--- config.mk ---
export PLATFORM = sky130hd
export DESIGN_NAME = crgu_div_ctrl
export DESIGN_NICKNAME = d
export VERILOG_FILES = /design/src/rtl/crgu_div_ctrl.sv
export SDC_FILE = /design/constraint.sdc
export NUM_CORES = 1
export LEC_CHECK = 0
export CORE_UTILIZATION = 55
export DETAILED_ROUTE_END_ITERATION = 16
export DONT_BUFFER_PORTS = 1
export PLACE_DENSITY_LB_ADDON = 0.2
export SKIP_CTS_REPAIR_TIMING = 1
export SYNTH_ARGS = -nofsm -noshare
export SYNTH_HDL_FRONTEND = slang
export SYNTH_SLANG_ARGS = --single-unit
--- constraint.sdc ---
create_clock -name hclk -period 1.7 [get_ports hclk]
set_clock_uncertainty 0.15 [all_clocks]
set_input_delay 0.425 -clock hclk [delete_from_list [all_inputs] [get_ports hclk]]
set_output_delay 0.425 -clock hclk [all_outputs]
set_load 0.01 [all_outputs]
--- src/rtl/crgu_div_ctrl.sv ---
// crgu_div_ctrl: owns div_factor of the APB clock/reset generator (hclk -> pclk).
// Requesters are served in round-robin order. A granted ratio change waits until
// the APB side is idle and pclk has just fallen. The requester is acknowledged
// once the new pclk ratio has had 2*div hclk cycles to settle.
//
// Ports:
//   hclk, hresetn  system clock, asynchronous active-low reset
//   req[NREQ]      per-requester change request (level, four-phase)
//   req_div        requested ratios, slice i = req_div[i*DIV_WID +: DIV_WID]
//   ack[NREQ]      per-requester acknowledge
//   err[NREQ]      ratio rejected (< 2), valid while the matching ack is high
//   apb_busy       APB bridge has a transfer in flight
//   pclk           divided clock from the generator, sampled as data
//   div_factor     ratio driven to the generator
//   hold           blocks new APB transfers while a switch is in progress
//   busy           controller is not idle
module crgu_div_ctrl #(
    parameter int unsigned DIV_WID = 4,
    parameter int unsigned NREQ    = 2,
    parameter int unsigned DIV_RST = 4
) (
    input  logic                      hclk,
    input  logic                      hresetn,
    input  logic [NREQ-1:0]           req,
    input  logic [NREQ*DIV_WID-1:0]   req_div,
    output logic [NREQ-1:0]           ack,
    output logic [NREQ-1:0]           err,
    input  logic                      apb_busy,
    input  logic                      pclk,
    output logic [DIV_WID-1:0]        div_factor,
    output logic                      hold,
    output logic                      busy
);

    localparam int unsigned IDX_W = (NREQ > 1) ? $clog2(NREQ) : 1;
    localparam int unsigned CNT_W = DIV_WID + 1;

    typedef enum logic [2:0] {
        S_IDLE,
        S_CHECK,
        S_DRAIN,
        S_ALIGN,
        S_APPLY,
        S_SETTLE,
        S_ACK
    } state_e;

    state_e               state_q, state_d;
    logic [IDX_W-1:0]     ptr_q, ptr_d;
    logic [IDX_W-1:0]     gnt_q, gnt_d;
    logic [DIV_WID-1:0]   new_div_q, new_div_d;
    logic [DIV_WID-1:0]   div_q, div_d;
    logic [NREQ-1:0]      ack_q, ack_d;
    logic [NREQ-1:0]      err_q, err_d;
    logic [CNT_W-1:0]     cnt_q, cnt_d;
    logic                 hold_q, hold_d;
    logic                 busy_q, busy_d;
    logic                 pclk_q;

    logic                 any_req_c;
    logic [IDX_W-1:0]     gnt_sel_c;
    logic [DIV_WID-1:0]   sel_div_c;
    logic [NREQ-1:0]      gnt_oh_c;
    logic                 pclk_fall_c;

    // Round-robin search: first set req bit from ptr_q upward, wrapping.
    always_comb begin
        int unsigned k;
        k         = 0;
        any_req_c = 1'b0;
        gnt_sel_c = ptr_q;
        sel_div_c = '0;
        for (int unsigned i = 0; i < NREQ; i++) begin
            k = (32'(ptr_q) + i) % NREQ;
            if (!any_req_c && req[k]) begin
                any_req_c = 1'b1;
                gnt_sel_c = IDX_W'(k);
                sel_div_c = req_div[k*DIV_WID +: DIV_WID];
            end
        end
    end

    assign gnt_oh_c    = NREQ'(1) << gnt_q;
    assign pclk_fall_c = pclk_q & ~pclk;

    // Next-state and registered-output logic.
    always_comb begin
        state_d   = state_q;
        ptr_d     = ptr_q;
        gnt_d     = gnt_q;
        new_div_d = new_div_q;
        div_d     = div_q;
        ack_d     = ack_q;
        err_d     = err_q;
        cnt_d     = cnt_q;

        case (state_q)
            S_IDLE: begin
                if (any_req_c) begin
                    gnt_d     = gnt_sel_c;
                    new_div_d = sel_div_c;
                    state_d   = S_CHECK;
                end
            end
            S_CHECK: begin
                if (new_div_q < DIV_WID'(2)) begin
                    // Ratio 0/1 would stop pclk: reject without touching the divider.
                    ack_d   = gnt_oh_c;
                    err_d   = gnt_oh_c;
                    state_d = S_ACK;
                end else if (new_div_q == div_q) begin
                    ack_d   = gnt_oh_c;
                    err_d   = '0;
                    state_d = S_ACK;
                end else begin
                    state_d = S_DRAIN;
                end
            end
            S_DRAIN: begin
                if (!apb_busy) begin
                    state_d = S_ALIGN;
                end
            end
            S_ALIGN: begin
                // div_factor is updated on the edge entering APPLY, right after
                // the observed pclk fall, so it changes while pclk is low.
                if (pclk_fall_c) begin
                    div_d   = new_div_q;
                    state_d = S_APPLY;
                end
            end
            S_APPLY: begin
                cnt_d   = CNT_W'({new_div_q, 1'b0}) - CNT_W'(1);
                state_d = S_SETTLE;
            end
            S_SETTLE: begin
                if (cnt_q == '0) begin
                    ack_d   = gnt_oh_c;
                    err_d   = '0;
                    state_d = S_ACK;
                end else begin
                    cnt_d = cnt_q - CNT_W'(1);
                end
            end
            S_ACK: begin
                if (!req[gnt_q]) begin
                    ack_d   = '0;
                    err_d   = '0;
                    state_d = S_IDLE;
                    if (32'(gnt_q) == NREQ - 1) begin
                        ptr_d = '0;
                    end else begin
                        ptr_d = gnt_q + IDX_W'(1);
                    end
                end
            end
            default: begin
                state_d = S_IDLE;
            end
        endcase

        hold_d = (state_d == S_DRAIN) || (state_d == S_ALIGN) ||
                 (state_d == S_APPLY) || (state_d == S_SETTLE);
        busy_d = (state_d != S_IDLE);
    end

    // State and output registers.
    always_ff @(posedge hclk or negedge hresetn) begin
        if (!hresetn) begin
            state_q   <= S_IDLE;
            ptr_q     <= '0;
            gnt_q     <= '0;
            new_div_q <= '0;
            div_q     <= DIV_WID'(DIV_RST);
            ack_q     <= '0;
            err_q     <= '0;
            cnt_q     <= '0;
            hold_q    <= 1'b0;
            busy_q    <= 1'b0;
            pclk_q    <= 1'b0;
        end else begin
            state_q   <= state_d;
            ptr_q     <= ptr_d;
            gnt_q     <= gnt_d;
            new_div_q <= new_div_d;
            div_q     <= div_d;
            ack_q     <= ack_d;
            err_q     <= err_d;
            cnt_q     <= cnt_d;
            hold_q    <= hold_d;
            busy_q    <= busy_d;
            pclk_q    <= pclk;
        end
    end

    assign ack        = ack_q;
    assign err        = err_q;
    assign div_factor = div_q;
    assign hold       = hold_q;
    assign busy       = busy_q;

endmodule

### Word-level counts from Yosys, hierarchy flattened

Index checks and enable logic that the tools add are counted.

| storage, ports and cells | value |
|---|---|
| word-level logic and storage cells | 86 |
| input bits | 14 |
| bits in registers | 25 |
| output and inout bits | 10 |

| cells by class | value |
|---|---|
| shifts and indexed selects | 3 |
| bitwise logic cells | 3 |
| $lt $le $gt $ge | 4 |
| eq/ne operators | 15 |
| reduce and logical (&&, ||, !) cells | 15 |
| muxes and demuxes | 31 |
| $add $sub $neg | 4 |

Operators by type and width:

| operator | number |
|---|---|
| two-way mux 3 bit | 7 |
| one-hot mux 3 bit (7 select lines) | 1 |
| variable part select 8 x 4 -> 4 bit | 2 |
| == test 3 bit (second input constant) | 5 |
| two-way mux 2 bit | 7 |
| == test 3 x 2 -> 1 bit (second input constant) | 4 |
| one-hot mux 2 bit (3 select lines) | 2 |
| two-way mux 1 bit | 10 |
| one-hot mux 5 bit (2 select lines) | 1 |
| subtractor 5 x 1 -> 5 bit (second input constant) | 2 |
| two-way mux 4 bit | 2 |
| AND reduction 2 bit | 4 |
| < comparator 1 x 2 -> 1 bit (second input constant) | 3 |
| != test 2 bit (second input constant) | 3 |
| nonzero test 3 bit | 2 |
| zero test 5 bit | 1 |
| two-way mux 5 bit | 1 |
| == test 4 bit | 1 |
| < comparator 4 x 2 -> 1 bit (second input constant) | 1 |
| AND reduction 4 bit | 1 |
| == test 3 x 1 -> 1 bit (second input constant) | 1 |
| zero test 3 bit | 1 |
| logical OR 1 bit | 3 |
| != test 3 bit (second input constant) | 1 |
| 7 further kinds | 9 |

### Logic depth before layout (Yosys ltp)

Gate-level depths: netlist of run 1.

| depth | value |
|---|---|
| word-level depth | 12 |
| gate-level depth with buffers | 7 |
| gate-level depth less buffers | 7 |

### Worst setup path after synthesis of run 1

Ideal clock, no wire load.

| path | value |
|---|---|
| kind | reg2reg |
| from | register cnt_q[0] |
| to | register busy_q, in the netlist busy |
| slack | -0.182 ns |
| required time | 1.419 ns |
| library setup time | 0.131 ns |
| data arrival time | 1.600 ns |
| path buffers | 0 |
| stages on the path, launching flop included | 7 |
| cells stage by stage | dfrtp_1 inv_1 ha_1 nor4b_4 a211oi_2 a211o_1 or3_1 |

| between the ends | value |
|---|---|
| word-level cells in the longest chain between the ends | 4 |

Ends and longest elaborated chain:

| element | line | text |
|---|---|---|
| from (decl) | 55 | `logic [CNT_W-1:0] cnt_q, cnt_d;` |
| from (signal assigned) | 189 | `cnt_q <= cnt_d;` |
| zero test 5 bit | 137 | `if (cnt_q == '0) begin` |
| two-way mux 3 bit | 137 |  |
| one-hot mux 3 bit (7 select lines) | 97 | `case (state_q)` |
| named net state_d[0] | 48 | `state_e state_q, state_d;` |
| nonzero test 3 bit | 164 | `busy_d = (state_d != S_IDLE);` |
| named net busy_d | 57 | `logic busy_q, busy_d;` |
| to (signal assigned) | 191 | `busy_q <= busy_d;` |
| to (decl) | 57 |  |

The timed path passes the listed nets, and every way through them passes these cells.
A chain may end at the register's enable or synchronous reset.

### Final worst setup path of run 1

| path | value |
|---|---|
| from | register cnt_q[1] |
| to | register busy_q, in the netlist busy |

The elaborated chain is that of the path after synthesis.

==> results of run 1 <==
==> cell type report <==
class,instances,share of cell area [%]
multi-input combinational,99,42.6
sequential,25,34.7
timing repair buffer,38,17.5
tap,28,1.94
inverter,9,1.87
clock buffer,4,1.45
==> how the worst max path moves through the flow <==
stage               startpoint  slack, ps     end  depth (start not counted)
finish                cnt_q[1]       -220    busy                          7
detailed placement    cnt_q[1]       -310  ack[0]                          7
global route          cnt_q[1]       -300    busy                          7
global placement      cnt_q[1]       -180  err[0]                          7
CTS                   cnt_q[1]       -340  ack[0]                          7
floorplan             cnt_q[0]       -160    busy                          6
==> metal layers <==
| metal | global-route usage [%] | wire length, µm | vias up |
|---|---|---|---|
| met5 | 0 | 0 | - |
| li1 | - | - | 565 |
| met3 | 4.06 | 93 | 7 |
| met4 | 8.77 | 54 | 0 |
| met1 | 31.1 | 1330 | 556 |
| met2 | 45.9 | 1680 | 26 |
==> through the flow <==
| stage | hold WS (ps) | instance area, µm² | instances |
|---|---|---|---|
| 3_3_place_gp | -20.0 | 1690 | 194 |
| 4_1_cts | -377 | 1710 | 198 |
| 3_5_place_dp | -20.0 | 1690 | 194 |
| 6_report | 41.1 | 1810 | 203 |
| 5_1_grt | 37.1 | 1810 | 203 |
| 2_1_floorplan | -20.6 | 1410 | 137 |
==> power groups by stage <==
stage | Sequential, W | Combinational, W | Clock, W
2_1_floorplan | 0.00118 | 0.00115 | 0
3_3_place_gp | 0.00115 | 0.00187 | 0
3_5_place_dp | 0.00117 | 0.00195 | 0
4_1_cts | 0.00116 | 0.00196 | 0.000269
5_1_grt | 0.00121 | 0.00232 | 0.000298
6_report | 0.00117 | 0.00211 | 0.000267
==> kinds of logic after synthesis <==
| group | synth area share, % |
|---|---|
| adders and majority gates | 2.70 |
| buffers and inverters | 3.96 |
| muxes | 6.39 |
| xor gates and xnor gates | 4.41 |
| AOI/OAI and AO/OA | 22.2 |
| and+or+nand+nor | 15.2 |
| DFF | 45.1 |
==> flip-flops by register name, summed over array words and instances, names as in the netlist <==
name / count
state_q: 3
busy: 1
div_factor: 4
err: 2
pclk_q: 1
cnt_q: 5
gnt_q: 1
ack: 2
hold: 1
new_div_q: 4
ptr_q: 1
==> worst max-delay path: cells and delay by family, from the launching register on <==
kind	cells	cell delay, ps
fa+ha+maj	1	120
flops	1	420
buf+inv	2	270
compound gates	2	290
simple gates	2	550
==> cells in the final DEF, fill, tap and decap left out, types with 3 or more instances in the layout <==
cell type                  count
sky130_fd_sc_hd__dfrtp_1      24
sky130_fd_sc_hd__nand2_1      11
sky130_fd_sc_hd__mux2_2        7
sky130_fd_sc_hd__clkbuf_4      3
sky130_fd_sc_hd__xor2_1        4
sky130_fd_sc_hd__nor2_1       10
sky130_fd_sc_hd__o21ai_0       6
sky130_fd_sc_hd__nor3_1        3
sky130_fd_sc_hd__a21oi_1      11
sky130_fd_sc_hd__nor2b_1       3
sky130_fd_sc_hd__inv_1         7
sky130_fd_sc_hd__buf_4        34
sky130_fd_sc_hd__a22oi_1       4
sky130_fd_sc_hd__a21boi_0      3
==> results.md, run 1 <==
- The flow ran to the end, but the final reports show violations.
- The checks that failed: negative setup slack.
- The detail route stage leaves a number of antenna-violating nets equal to 0.
- The total overflow reported by the global router is 0.
- The die outline width is 52.3 µm.
- The number of clock sinks seen by CTS is 25.
- The end of the worst hold path is ptr_q.
- Cells with a size suffix above 1 make up 36.0% of the layout.
- Traced cell by cell, the critical path runs through inv_2, ha_4, nor4b_4, buf_4, a211oi_4, a211o_1, or3_1.
- The number of antenna violations at the first check in global routing came to 0.
- The relative slew slack is 59.7%.
- Of all flip-flops after synthesis, the portion carrying an async set or reset was 100%.
- Along the worst hold path, the cell count comes to 1.
- The combinational share of power is 59.5%.
- Net switching is 42.0% of the power.
- The reg-to-reg endpoint is busy.
- The proportion of power drawn by flip-flops and latches is 33.0%.
- In this run the cell area of the synthesized design comes to 1390 µm².
- The category of the worst setup path capture point is a flop.
- 24 I/O pins were placed.
- The count of pins over their slew limit is 0.
- The worst-case IR drop observed on VDD is 1.36 mV.
- The count of different cell masters after synthesis is 40.
- The routed layout has 1,154 vias.
- In the synthesized netlist the dominant register cell turns out to be sky130_fd_sc_hd__dfrtp_1.
- The worst path required time is 1760 ps.
- The data arrival time of the critical path is 1990 ps.
- The clock root buffer is sky130_fd_sc_hd__clkbuf_4.
- The via count normalized by instance count is 5.68.
- The largest individual stage delay along the critical path comes from the cell sky130_fd_sc_hd__dfrtp_1.
- The post-synthesis net count is 154.
- The number of global-route vias before repair is 1,124.
- The most instantiated library cell after synthesis is sky130_fd_sc_hd__dfrtp_1.
- Global routing used 25.7% of the available tracks across all layers.
- Dividing the detail-routed wire length by the instance count gives 15.5 µm.
- The floorplan step defined a core boundary enclosing 2300 µm².
- At the pin with the least slew margin, the transition time is 599 ps.
- Across the run, the number of max-cap violations was 0.
- The number of setup violations in the final report is 10.
- Summing all multi-input logic gate instances after layout gives 769 µm².
- After detailed routing, the number of remaining DRC violations is 0.
- Derived from the worst setup path, the maximum achievable clock frequency is 520 MHz.
- The die height is 52.3 µm.
- Sorting the synthesized cells by how often they occur yields sky130_fd_sc_hd__dfrtp_1 (24), sky130_fd_sc_hd__a21oi_1 (12), sky130_fd_sc_hd__nor2_1 (12), sky130_fd_sc_hd__nand2_1 (11), sky130_fd_sc_hd__inv_1 (9).
- The final worst setup slack is -222 ps.
- Along the worst path, the maximum fanout reaches 3.
- In this run, synthesis produced a sequential element count of 25.
- The count of synthesis-stage warnings from yosys is 0.
- Summing all flip-flop and latch instances after layout gives 627 µm².
- The average cell area after synthesis is 10.1 µm².
- Clock-pin slew was measured on the worst setup and hold paths at 140 ps.
- The worst register-to-register path begins at cnt_q[1].
- The design draws 0.00354 W.
- The detailed placement HPWL is 2380 µm.
- The cell type contributing the most total cell area after synthesis is sky130_fd_sc_hd__dfrtp_1.
- The filler cell count is 164.
- The worst hold path belongs to the class in2reg.
- Port buffering added 0 buffers.
- The wire length reported by the detailed router is 3160 µm.
- The final estimated routing congestion in global placement is 0.821.
- After synthesis, the largest area contributor takes up 43.2% of total cell area.
- The final-stage net count is 193.
- CTS built an H-tree with a depth of 1.
- The number of placement rows is 17.
- After synthesis, the cell types taking the most area are sky130_fd_sc_hd__dfrtp_1 (43%), sky130_fd_sc_hd__mux2_2 (5.7%), sky130_fd_sc_hd__a21oi_1 (4.3%), sky130_fd_sc_hd__nor2_1 (3.2%), sky130_fd_sc_hd__xor2_1 (3.2%).
- The clock network fraction of design power is 7.5%.
- In this run, synthesis inferred 0 flip-flops with an integrated enable.
- Entering global routing, the biggest net connects 26 pins.
- The clock period minus worst slack is 1920 ps.
- Before antenna repair, the detailed router went through 4 iterations.
- Setup repair after global routing could not meet its margin everywhere.
- For this configuration, the core starts out at a cell density of 60.5%.
- The start point of the worst min-delay path is req[0].
- OpenSTA, run right after detailed placement, puts the worst setup slack at -308 ps.
- The number of antenna diodes in the final layout is 0.
- The leakage power is 0.798 nW.
- For this design the total switching power over the nets is 0.00149 W.
- Compared with the post-synthesis result, the final layout area differs by 30.0%.
- The worst reg-to-reg setup slack is -220 ps.
- The worst setup path is launched from a flop.
- Summed over all failing endpoints, the final setup total negative slack is -1140 ps.
- The CTS buffer count is 3.
- The first global-routing pass estimated 5020 µm of wire.
- Measured in cells, the most critical reg-to-reg path has a length of 7.
- The number of cells produced by synthesis is 137.
- The share of the Yosys chip area taken by registers is 45.1%.
- The buffer levels on the longest clock path is 2.
- The floorplan step defined a die boundary enclosing 2730 µm².
- The final hold violation count was 0.
- The later pin in the worst-skew pair is clocked with a latency of 320 ps.
- After layout, the worst path uses 113% of the clock period.
- For this block, the initial DRC count from the detailed router was 16.
- Cells fill 78.6% of the core in the end.
- TritonCTS built the clock tree.
- The critical setup path kind is reg2reg.
- The maximum single-stage delay on the critical path is 420 ps.
- Dividing total power by cell area gives a power density of 1960 nW/µm².
- Internal power comes to 0.00206 W.
No activity file was read; power rests on OpenSTA's default activity.
==> run 2, diff against run 1 <==
--- a/config.mk
+++ b/config.mk
@@ -10,2 +10,3 @@
 export DONT_BUFFER_PORTS = 1
+export MAX_ROUTING_LAYER = met4
 export PLACE_DENSITY_LB_ADDON = 0.2
--- a/constraint.sdc
+++ b/constraint.sdc
@@ -4,2 +4,2 @@
 set_output_delay 0.425 -clock hclk [all_outputs]
-set_load 0.01 [all_outputs]
+set_load 0.005 [all_outputs]
==> results.md, run 2 (synthesis gave the netlist of run 1 again) <==
- Status: finished, violations left (unchanged).
- Violated checks: negative setup slack (unchanged).
- The remaining antenna violation count was 0 (unchanged).
- The number of placement rows is 17 (unchanged).
- The number of DRC markers in iteration 0 is 16 (unchanged).
- The reg-to-reg endpoint is busy (unchanged).
- The antenna diode count is 0 (unchanged).
- The instance count along the most critical hold path came to 1 (unchanged).
- The wire length reported by the detailed router came to 3160 µm (unchanged).
- The count of input and output buffers is 0 (unchanged).
- The end of the worst hold path is ptr_q (unchanged).
- Most used cells in the layout excluding fill and tap cells: sky130_fd_sc_hd__buf_4 (34), sky130_fd_sc_hd__dfrtp_1 (24), sky130_fd_sc_hd__a21oi_1 (11), sky130_fd_sc_hd__nand2_1 (11), sky130_fd_sc_hd__nor2_1 (10) (unchanged).
- The filler cell count is 164 (unchanged).
- The final cell area excluding filler cells is 1810 µm² (unchanged).
- The sort of element at the start of the critical path is a flop (unchanged).
- The final-stage net count is 193 (unchanged).
- The relative slew slack came to 59.7% (about the same).
- The final hold violation count is 0 (unchanged).
- The power density relative to cell area was 1940 nW/µm² (was 1960 nW/µm²).
- The largest net degree at the start of global routing is 26 (unchanged).
- The highest achievable clock rate is 520 MHz (about the same).
- The DRC violation count after routing is 0 (unchanged).
- The total power is 0.00350 W (was 0.00354 W).
- The final sum of negative setup slack is -1140 ps (about the same).
- The count of cells along the worst register-to-register path came to 7 (unchanged).
- The H-tree depth reported by CTS is 1 (unchanged).
- The TritonCTS clock tree was yes (unchanged).
- The peak supply drop is 1.33 mV (was 1.36 mV).
- The final instance count without filler cells is 203 (unchanged).
- The worst hold path class is in2reg (unchanged).
- The placement-stage cell area came to 1690 µm² (unchanged).
- The reported max-cap violation count is 0 (unchanged).
- The clock transition at the registers of the reported paths is 140 ps (about the same).
- The transition time of the tightest slew-check pin is 599 ps (about the same).
- The number of iterations in the first detailed-routing pass is 4 (unchanged).
- The layout overhead on the synthesized area is 30.0% (unchanged).
- The count of pins over their slew limit is 0 (unchanged).
- The number of cells after detailed placement is 194 (unchanged).
- The combinational share of power is 59.7% (was 59.5%).
- The fraction of the cycle the final worst path needs was 113% (about the same).
- The start point of the worst min-delay path is req[0] (unchanged).
- The final worst setup slack is -222 ps (about the same).
- The detailed placement HPWL is 2380 µm (unchanged).
- The wire length per cell after detailed routing came to 15.5 µm (unchanged).
- The number of clock sinks seen by CTS is 25 (unchanged).
- The largest fanout on the critical path was 3 (unchanged).
- RSZ-0062 raised after global routing: true (unchanged).
- The reg-to-reg startpoint is cnt_q[1] (unchanged).
- The category of the worst setup path capture point is a flop (unchanged).
- The CTS buffer count is 3 (unchanged).
- The flip-flop count of the largest register, all copies and words added is 5 (unchanged).
- The leakage power is 0.798 nW (unchanged).
- The number of setup violations in the final report is 10 (unchanged).
- The buffer levels on the longest clock path came to 2 (unchanged).
- The clock latency of the later-clocked register in the worst-skew pair is 320 ps (about the same).
- The initial cell density of the core was 60.5% (unchanged).
- The final estimated routing congestion in global placement is 0.834 (was 0.821).
- The area of the die is 2730 µm² (unchanged).
- The clock root buffer was sky130_fd_sc_hd__clkbuf_4 (unchanged).
- The I/O pin count was 24 (unchanged).
- The data arrival time of the critical path is 1990 ps (about the same).
- The net switching power was 0.00144 W (was 0.00149 W).
- The first-pass GRT wire length is 5020 µm (unchanged).
- The via count normalized by instance count is 5.68 (unchanged).
- The cell-internal power is 0.00205 W (was 0.00206 W).
- The worst reg-to-reg setup slack was -220 ps (about the same).
- The number of global-route vias before repair was 1,121 (was 1,124).
- The total overflow reported by the global router is 0 (unchanged).
- The critical setup path kind is reg2reg (unchanged).
- The number of vias after detailed routing is 1,154 (unchanged).
- The share of layout cells above drive strength 1 is 36.0% (unchanged).
- The register name with the most flops is cnt_q (unchanged).
- The area inside the core boundary is 2300 µm² (unchanged).
- The number of antenna violations at the first check in global routing is 0 (unchanged).
- The proportion of power drawn by flip-flops and latches is 32.6% (was 33.0%).
- The combined global-route utilization of all metal layers is 26.4% (was 25.7%).
- The switching power as a share of total power is 41.3% (was 42.0%).
- The clock network fraction of design power is 7.6% (was 7.5%).
- The clock period minus worst slack is 1920 ps (about the same).
- The worst path required time is 1760 ps (about the same).
- The most common cell after layout, fill and taps aside is sky130_fd_sc_hd__buf_4 (unchanged).
- The die height is 52.3 µm (unchanged).
- The die outline width came to 52.3 µm (unchanged).
## run 2: cell counts in the layout (fill, tap and decap cells not counted)
Identical to the previous run, type by type.
## run 2: layer usage
metal / wire [µm] / GRT usage (%) / vias up
met1: 1330 / 31.3 / 556
met5: 0 / - / -
met4: 54 / 8.77 / 0
met3: 93 / 4.06 / 7
li1: - / - / 565
met2: 1680 / 45.9 / 26
## run 2: worst max-delay path, cell delays in order, from the launching register on
cell and delay [ps]:
sky130_fd_sc_hd__dfrtp_1 420, sky130_fd_sc_hd__inv_2 90, sky130_fd_sc_hd__ha_4 120, sky130_fd_sc_hd__nor4b_4 240, sky130_fd_sc_hd__buf_4 180, sky130_fd_sc_hd__a211oi_4 50, sky130_fd_sc_hd__a211o_1 240, sky130_fd_sc_hd__or3_1 310
## run 2: layout make-up
| cell class | count | area, µm² | area share (%) |
|---|---|---|---|
| clock buffer | 4 | 26.3 | 1.45 |
| timing repair buffer | 38 | 315 | 17.5 |
| sequential | 25 | 627 | 34.7 |
| multi-input combinational | 99 | 769 | 42.6 |
| tap | 28 | 35.0 | 1.94 |
| inverter | 9 | 33.8 | 1.87 |
## run 2: power by group through the flow
stage                     clock [W]  combinational, W  sequential, W
after floorplan                   0           0.00115        0.00113
after global placement            0           0.00185        0.00112
after detailed placement          0           0.00193        0.00114
after CTS                  0.000269           0.00194        0.00113
after global routing       0.000300           0.00230        0.00118
final                      0.000267           0.00209        0.00114
## run 2: how the worst max path moves through the flow
| stage | slack [ps] | end | start | depth (start not counted) |
|---|---|---|---|---|
| 6_report | -220 | busy | cnt_q[1] | 7 |
| 5_1_grt | -300 | busy | cnt_q[1] | 7 |
| 4_1_cts | -340 | ack[0] | cnt_q[1] | 7 |
| 3_5_place_dp | -310 | ack[0] | cnt_q[1] | 7 |
| 3_3_place_gp | -180 | err[0] | cnt_q[1] | 7 |
| 2_1_floorplan | -160 | busy | cnt_q[0] | 6 |
## run 2: per-stage QoR
step                      hold slack, ps  util [%]  setup slack (ps)
after floorplan                    -20.6         -              -160
after global placement             -20.0      73.4              -181
after detailed placement           -20.0      73.4              -308
after CTS                           -377      74.6              -336
after global routing                37.1      78.6              -302
final                               41.1      78.6              -222
